$ cat src/rtl/bubble_sort8.sv
// bubble_sort8
//   Eight-entry capture buffer with a combinational descending sort on its
//   output. While sortit is low one din word per clock shifts into the buffer
//   and dout is zero. While sortit is high the buffer is frozen and dout shows
//   all eight entries sorted, largest in the top slot.
//
// Ports
//   clk     in   1             rising-edge clock for all state
//   resetn  in   1             asynchronous reset, ACTIVE HIGH (1 = in reset)
//   din     in   BITWIDTH      word captured when sortit = 0
//   sortit  in   1             1 = hold buffer and present sorted data
//   dout    out  8*BITWIDTH    slot k at [k*BITWIDTH +: BITWIDTH]; slot 7 = largest;
//                              all-zero while sortit = 0
module bubble_sort8 #(
  parameter int BITWIDTH = 3
) (
  input  logic                  clk,
  input  logic                  resetn,
  input  logic [BITWIDTH-1:0]   din,
  input  logic                  sortit,
  output logic [8*BITWIDTH-1:0] dout
);

  localparam int N = 8;

  logic [BITWIDTH-1:0] mem_q [N];
  logic [BITWIDTH-1:0] mem_d [N];

  // Sort scratch: index 0 ends up holding the largest value.
  logic [BITWIDTH-1:0] sort_w [N];
  logic [BITWIDTH-1:0] swap_tmp;

  // Next-state: shift in din unless frozen.
  always_comb begin
    // NOTE: default every comb output first so no path leaves it unassigned (no latch).
    mem_d = mem_q;
    if (!sortit) begin
      mem_d[0] = din;
      for (int i = 1; i < N; i++) begin
        mem_d[i] = mem_q[i-1];
      end
    end
  end

  // The name says "n" but this reset is active high.
  always_ff @(posedge clk or posedge resetn) begin
    if (resetn) begin
      // NOTE: this is an 8-word register file built from flops, not a RAM macro,
      // so clearing every entry on reset is legal and cheap enough here.
      for (int i = 0; i < N; i++) begin
        mem_q[i] <= '0;
      end
    end else begin
      // NOTE: non-blocking for state so all entries shift off the same old values.
      mem_q <= mem_d;
    end
  end

  // Bubble sort, 28 compare-exchange stages. Smaller values sink toward the
  // high index, so after the passes sort_w[0] is the maximum.
  always_comb begin
    sort_w   = mem_q;
    swap_tmp = '0;
    for (int pass = 0; pass < N - 1; pass++) begin
      for (int j = 0; j < N - 1 - pass; j++) begin
        if (sort_w[j] < sort_w[j+1]) begin
          swap_tmp    = sort_w[j];
          sort_w[j]   = sort_w[j+1];
          sort_w[j+1] = swap_tmp;
        end
      end
    end
  end

  // Slot k takes the (7-k)-th largest so slot 7 carries the maximum.
  always_comb begin
    dout = '0;
    if (sortit) begin
      for (int k = 0; k < N; k++) begin
        dout[k*BITWIDTH +: BITWIDTH] = sort_w[N-1-k];
      end
    end
  end

endmodule

$ cat config.mk
export PLATFORM = sky130hd
export DESIGN_NAME = bubble_sort8
export DESIGN_NICKNAME = d
export VERILOG_FILES = /design/src/rtl/bubble_sort8.sv
export SDC_FILE = /design/constraint.sdc
export NUM_CORES = 1
export LEC_CHECK = 0
export BUFFER_PORTS_ARGS = -buffer_cell sky130_fd_sc_hd__buf_4
export CAP_MARGIN = 5
export CORE_MARGIN = 10
export CORE_UTILIZATION = 40
export DETAILED_ROUTE_END_ITERATION = 8
export GPL_ROUTABILITY_DRIVEN = 1
export SYNTH_ARGS = -nofsm -noshare
export SYNTH_HDL_FRONTEND = slang
export SYNTH_SLANG_ARGS = --single-unit
$ cat constraint.sdc
create_clock -name clk -period 20.5 [get_ports clk]
set_clock_uncertainty 0.05 [all_clocks]
set_input_delay 5.125 -clock clk [delete_from_list [all_inputs] [get_ports clk]]
set_output_delay 5.125 -clock clk [all_outputs]
set_load 0.005 [all_outputs]
==> results.cfg, run 1 <==
[layout]
fillers = 1386
top_regs = mem_q x24
fin_nets = 926
diodes = 0
area_growth_pct = 16.7
drive_above_1_share = 0.207
largest_reg_flops = 24
regMostFlops = mem_q

[logic_synthesis]
synth.area.top_cells = ha_1, dfrtp_1, inv_1
syn_nets = 877
synth_edf_count = 0
yosysTopAreaCell = ha_1
synth_common_cells = inv_1, ha_1, nor2_1
yosysWarnings = 0
yosysSeqAreaShare = 0.104
synth.most_common_cell = inv_1
yosys_most_used_dff = dfrtp_1
syn_area_um2 = 5760
syn-mean-instance-area_um2 = 7.59
async_reset_ff_frac = 1.00
synth_cell_types = 77
synth_seq_cells = 24
synth_cells = 759
synth_top_area_share = 0.243

[clock_network]
cts_tree = done
cts_hold_buf = 0
clk_path_buf_depth = 2
cts.clk_slew.worst_paths_ns = 0.06
root_buffer = clkbuf_16
clk_latency_ns = 0.26
h-tree-depth = 1
cts_made_buffers = 3
clock-sinks = 24

[detailed_routing]
drt_pass1_iterations = 4
drt_iter0_drc = 253
viasPerCell = 5.46
drc_errors = 0
top_layer = met4
ant_nets = 0
dr_total_vias = 5385
drt-total-wl_um = 14200
wl_met2_um = 7110
detail_route.wl_per_cell_um = 14.4
route.met3.wl_um = 239
drt-met1-wl_um = 6670

[critical_path]
cp_data_arrival_time_ns = 14.50
worstSetupEndpointType = primary output
path_buf_inv = 9
path_common_cell = ha_1
worstSetupStartpointType = flip-flop
max_stage_delay_ns = 0.41
cpMaxStageDelayCell = mux2_2
cp_top_family = simple AND/OR/NAND/NOR gates
path_class = flip-flop to primary output
cp_max_fo = 6
cp.required_ns = 15.33

[sta]
finalHoldViolations = 0
maxSlewViolCount = 0
worst_slew_pin_slew_ns = 0.987
clock.fmax_mhz = 50.8
period_needed_ns = 19.68
setup_violations = 0
relSlewSlack = 0.336
hold_ws_ns = 0.475
min_period_over_period = 0.960

[global_routing]
grt_max_degree = 51
grt_pass1_vias = 5070
grt_overflow_total = 0
track_usage = 0.136
antenna_found_initial = 0
grt_pass1_wl_um = 23500

[run]
max-cap-violations = 0

[floorplan]
coreArea_um2 = 14000
die_y_um = 140
start_util = 0.412
die_area_um2 = 19600
ios = 30
fp.dieW_um = 140
row_count = 43

[worst_hold_path]
worstHoldPathType = flip-flop to flip-flop

[placement]
port_buffers = 29
globalplace.congestion = 0.898
hpwl_um = 11900

[outcome]
outcome = completed
[worst min-delay path, delay by kind of cell, from the launching register on]
family           cells  cell delay, ns
AO/OA/AOI/OAI        1            0.06
flip-flops           1            0.37
AND/OR/NAND/NOR      1            0.06
[path summary, 6_finish.rpt]
check | startpoint | end | slack, ns | cells past startpoint
max reg2reg | mem_q[18] | mem_q[15] | 19.52 | 1
max in group asynchronous | resetn | mem_q[18] | 14.85 | 2
min reg2reg | mem_q[13] | mem_q[13] | 0.47 | 2
min | mem_q[13] | mem_q[13] | 0.47 | 2
max | mem_q[23] | dout[18] | 0.82 | 74
min in group asynchronous | resetn | mem_q[5] | 5.00 | 2
[metal layers]
| metal | track usage | up-vias |
|---|---|---|
| met5 | 0 | - |
| met4 | 0.0321 | 0 |
| met3 | 0.00744 | 11 |
| met2 | 0.245 | 54 |
| met1 | 0.172 | 2526 |
| li1 | - | 2794 |
[layout make-up]
| class | instances | area [µm²] | area share |
|---|---|---|---|
| multi-input combinational | 611 | 4990 | 0.742 |
| sequential | 24 | 601 | 0.0893 |
| inverter | 117 | 439 | 0.0653 |
| timing repair buffer | 51 | 383 | 0.0569 |
| tap | 180 | 225 | 0.0335 |
| clock buffer | 4 | 88.8 | 0.0132 |
[placed cells by master (no fill, tap or decap), types with 5 or more instances in the layout]
cell type    n
or2_2        9
a31oi_1      9
o21ai_1     10
and2_1      17
mux2i_4      5
nor3_1       9
a21oi_1     43
o22ai_1      6
buf_4       51
ha_1       111
inv_1      117
o21ai_0     29
o21bai_1     6
a21o_1      18
a31oi_2      7
o211ai_1     8
mux2i_1      8
nor2_1      76
nand3_1      7
o31ai_1      6
a21oi_2     13
nand2b_1     9
o21a_1       5
dfrtp_1     24
a211oi_1    16
nand2_1     55
mux2_2      18
[per-stage QoR]
stage | setup slack [ns] | TNS, ns | area [µm²] | cells | utilization
after floorplan | 1.04 | 0 | 5760 | 759 | -
after global placement | 0.196 | 0 | 6240 | 969 | 0.446
after detailed placement | -0.377 | -0.967 | 6240 | 969 | 0.446
after CTS | 0.0464 | 0 | 6400 | 973 | 0.458
after global routing | -0.0609 | -0.0750 | 6730 | 987 | 0.481
final | 0.821 | 0 | 6730 | 987 | 0.481
[what timing repair did]
| action | in CTS | in global routing |
|---|---|---|
| gates resized for setup | 19 | 40 |
| setup buffers | 0 | 14 |
| pin swaps | 0 | 9 |
| endpoints found under the setup margin | 4 | 6 |
[logic make-up (layout without fill, tap and decap cells)]
group | after synthesis | after routing | synth area share
and+or+nand+nor | 213 | 213 | 0.175
adders and majority gates | 112 | 112 | 0.243
AOI/OAI and AO/OA | 249 | 249 | 0.318
muxes | 37 | 37 | 0.0790
DFF | 24 | 24 | 0.104
buffers and inverters | 124 | 172 | 0.0807
Power of run 1 is left out: the tool's default activity adds up to more than one toggle a clock period on the data nets, which glitch-free logic cannot reach.
==> inputs of run 2 (changes only) <==
CORE_MARGIN = 5   (was 10)
==> run 2 against run 1 <==
  * Cell count decreased by 0.20%
  * Critical path type unchanged
  * Non-clock buffer count fell by 1
  * Flip-flop and latch count is the same
  * Via count is 1.2% higher
==> results.cfg, run 2 (synthesis gave the netlist of run 1 again) <==
[sta]
maxSlewViolCount = 0
clock.fmax_mhz = 51.0
worst_slew_pin_slew_ns = 0.932
min_period_over_period = 0.956
period_needed_ns = 19.61
setup-tns-final_ns = 0
relSlewSlack = 0.378
finalHoldViolations = 0
hold_ws_ns = 0.465
setup_violations = 0

[layout]
drive_above_1_share = 0.202
area_growth_pct = 16.1
largest_reg_flops = 24
regMostFlops = mem_q
layout.area.seq_um2 = 601
fin_nets = 925
multi_input_area_um2 = 4970
stdcell_count = 985
final_cell_mix = inv_1, ha_1, nor2_1, nand2_1, buf_4
diodes = 0
fillers = 1379
top_regs = mem_q x24
final_common_cell = inv_1

[global_routing]
grt_pass1_vias = 5319
grt_overflow_total = 0
grt_max_degree = 51
grt_pass1_wl_um = 23600
antenna_found_initial = 0
track_usage = 0.164

[critical_path]
rrSetupSlack_ns = 19.51
cp_max_fo = 6
r2r-start = mem_q[18]
worstSetupStartpointType = flip-flop
path_common_cell = ha_1
path_class = flip-flop to primary output
cp_data_arrival_time_ns = 14.43
max_stage_delay_ns = 0.40
cpMaxStageDelayCell = dfrtp_1
r2r_end = mem_q[15]
worstSetupEndpointType = primary output
r2r_cells = 1
cp.required_ns = 15.33

[detailed_routing]
drt_iter0_drc = 279
top_layer = met4
route.met3.wl_um = 383
drc_errors = 0
drt_pass1_iterations = 6
dr_total_vias = 5451
viasPerCell = 5.53
wl_met2_um = 6940
detail_route.wl_per_cell_um = 14.2
drt-total-wl_um = 14000
drt-met1-wl_um = 6440
ant_nets = 0

[floorplan]
row_count = 43
ios = 30
fp.dieW_um = 130
coreArea_um2 = 14000
start_util = 0.412
die_y_um = 130
die_area_um2 = 16900

[clock_network]
cts_made_buffers = 3
cts_hold_buf = 0
cts.clk_slew.worst_paths_ns = 0.06
root_buffer = clkbuf_16
clock-sinks = 24
h-tree-depth = 1
cts_tree = done
clk_path_buf_depth = 2
clk_latency_ns = 0.26

[worst_hold_path]
hold_start = mem_q[20]
min_path_cells = 2
worstHoldPathType = flip-flop to flip-flop
hold_end = mem_q[20]

[placement]
placed_cells = 966
port_buffers = 29
hpwl_um = 11500
globalplace.congestion = 0.891

[outcome]
outcome = completed

[run]
max-cap-violations = 0
[run 2: cell types whose count changed in the layout (fill, tap and decap cells not counted), moves of 2 or more]
| cell | previous run | this run |
|---|---|---|
| mux2i_4 | 5 | 3 |
| a21oi_1 | 43 | 45 |
| a21oi_2 | 13 | 8 |
| o21ai_1 | 10 | 12 |
| a31oi_2 | 7 | 5 |
| o21ai_2 | 4 | 2 |
| o22ai_2 | 3 | 5 |
| mux2i_2 | 4 | 7 |
| o22ai_4 | 3 | 1 |
| a21oi_4 | 2 | 5 |
[run 2: worst max-delay path: cells and delay by family (launching register included)]
| kind | cells | cell delay [ns] |
|---|---|---|
| and+or+nand+nor | 18 | 3.05 |
| muxes | 6 | 1.90 |
| buffers and inverters | 8 | 0.63 |
| DFF | 1 | 0.40 |
| adders and majority gates | 13 | 3.39 |
| AOI/OAI and AO/OA | 26 | 4.79 |
[run 2: worst max path at each step]
stage	end	depth (start not counted)	start
floorplan	dout[18]	71	mem_q[20]
global placement	dout[18]	73	mem_q[20]
detailed placement	dout[18]	73	mem_q[23]
global route	dout[18]	71	mem_q[19]
CTS	dout[18]	75	mem_q[23]
finish	dout[18]	71	mem_q[19]
[run 2: layer usage]
layer | up-vias | global-route usage
met3 | 16 | 0.00901
li1 | 2806 | -
met1 | 2551 | 0.205
met4 | 0 | 0.0483
met2 | 78 | 0.304
met5 | - | 0
[run 2: cell type report]
| type | count | share of cell area |
|---|---|---|
| timing repair buffer | 50 | 0.0561 |
| inverter | 117 | 0.0656 |
| tap | 180 | 0.0337 |
| clock buffer | 3 | 0.0112 |
| sequential | 24 | 0.0898 |
| multi-input combinational | 611 | 0.744 |
[run 2: metrics by stage]
stage               worst slack (ns)  cell area, µm²  utilization
detailed placement            -0.464            6220        0.445
CTS                           0.0140            6360        0.455
floorplan                       1.04            5760            -
global route                 -0.0862            6690        0.478
finish                         0.894            6690        0.478
global placement               0.333            6220        0.445
[run 2: repair_timing]
action,in CTS,in global routing
gates resized for setup,15,41
setup buffers,2,14
pin swaps,1,11
endpoints found under the setup margin,4,6
Power of run 2 is left out for the same reason.
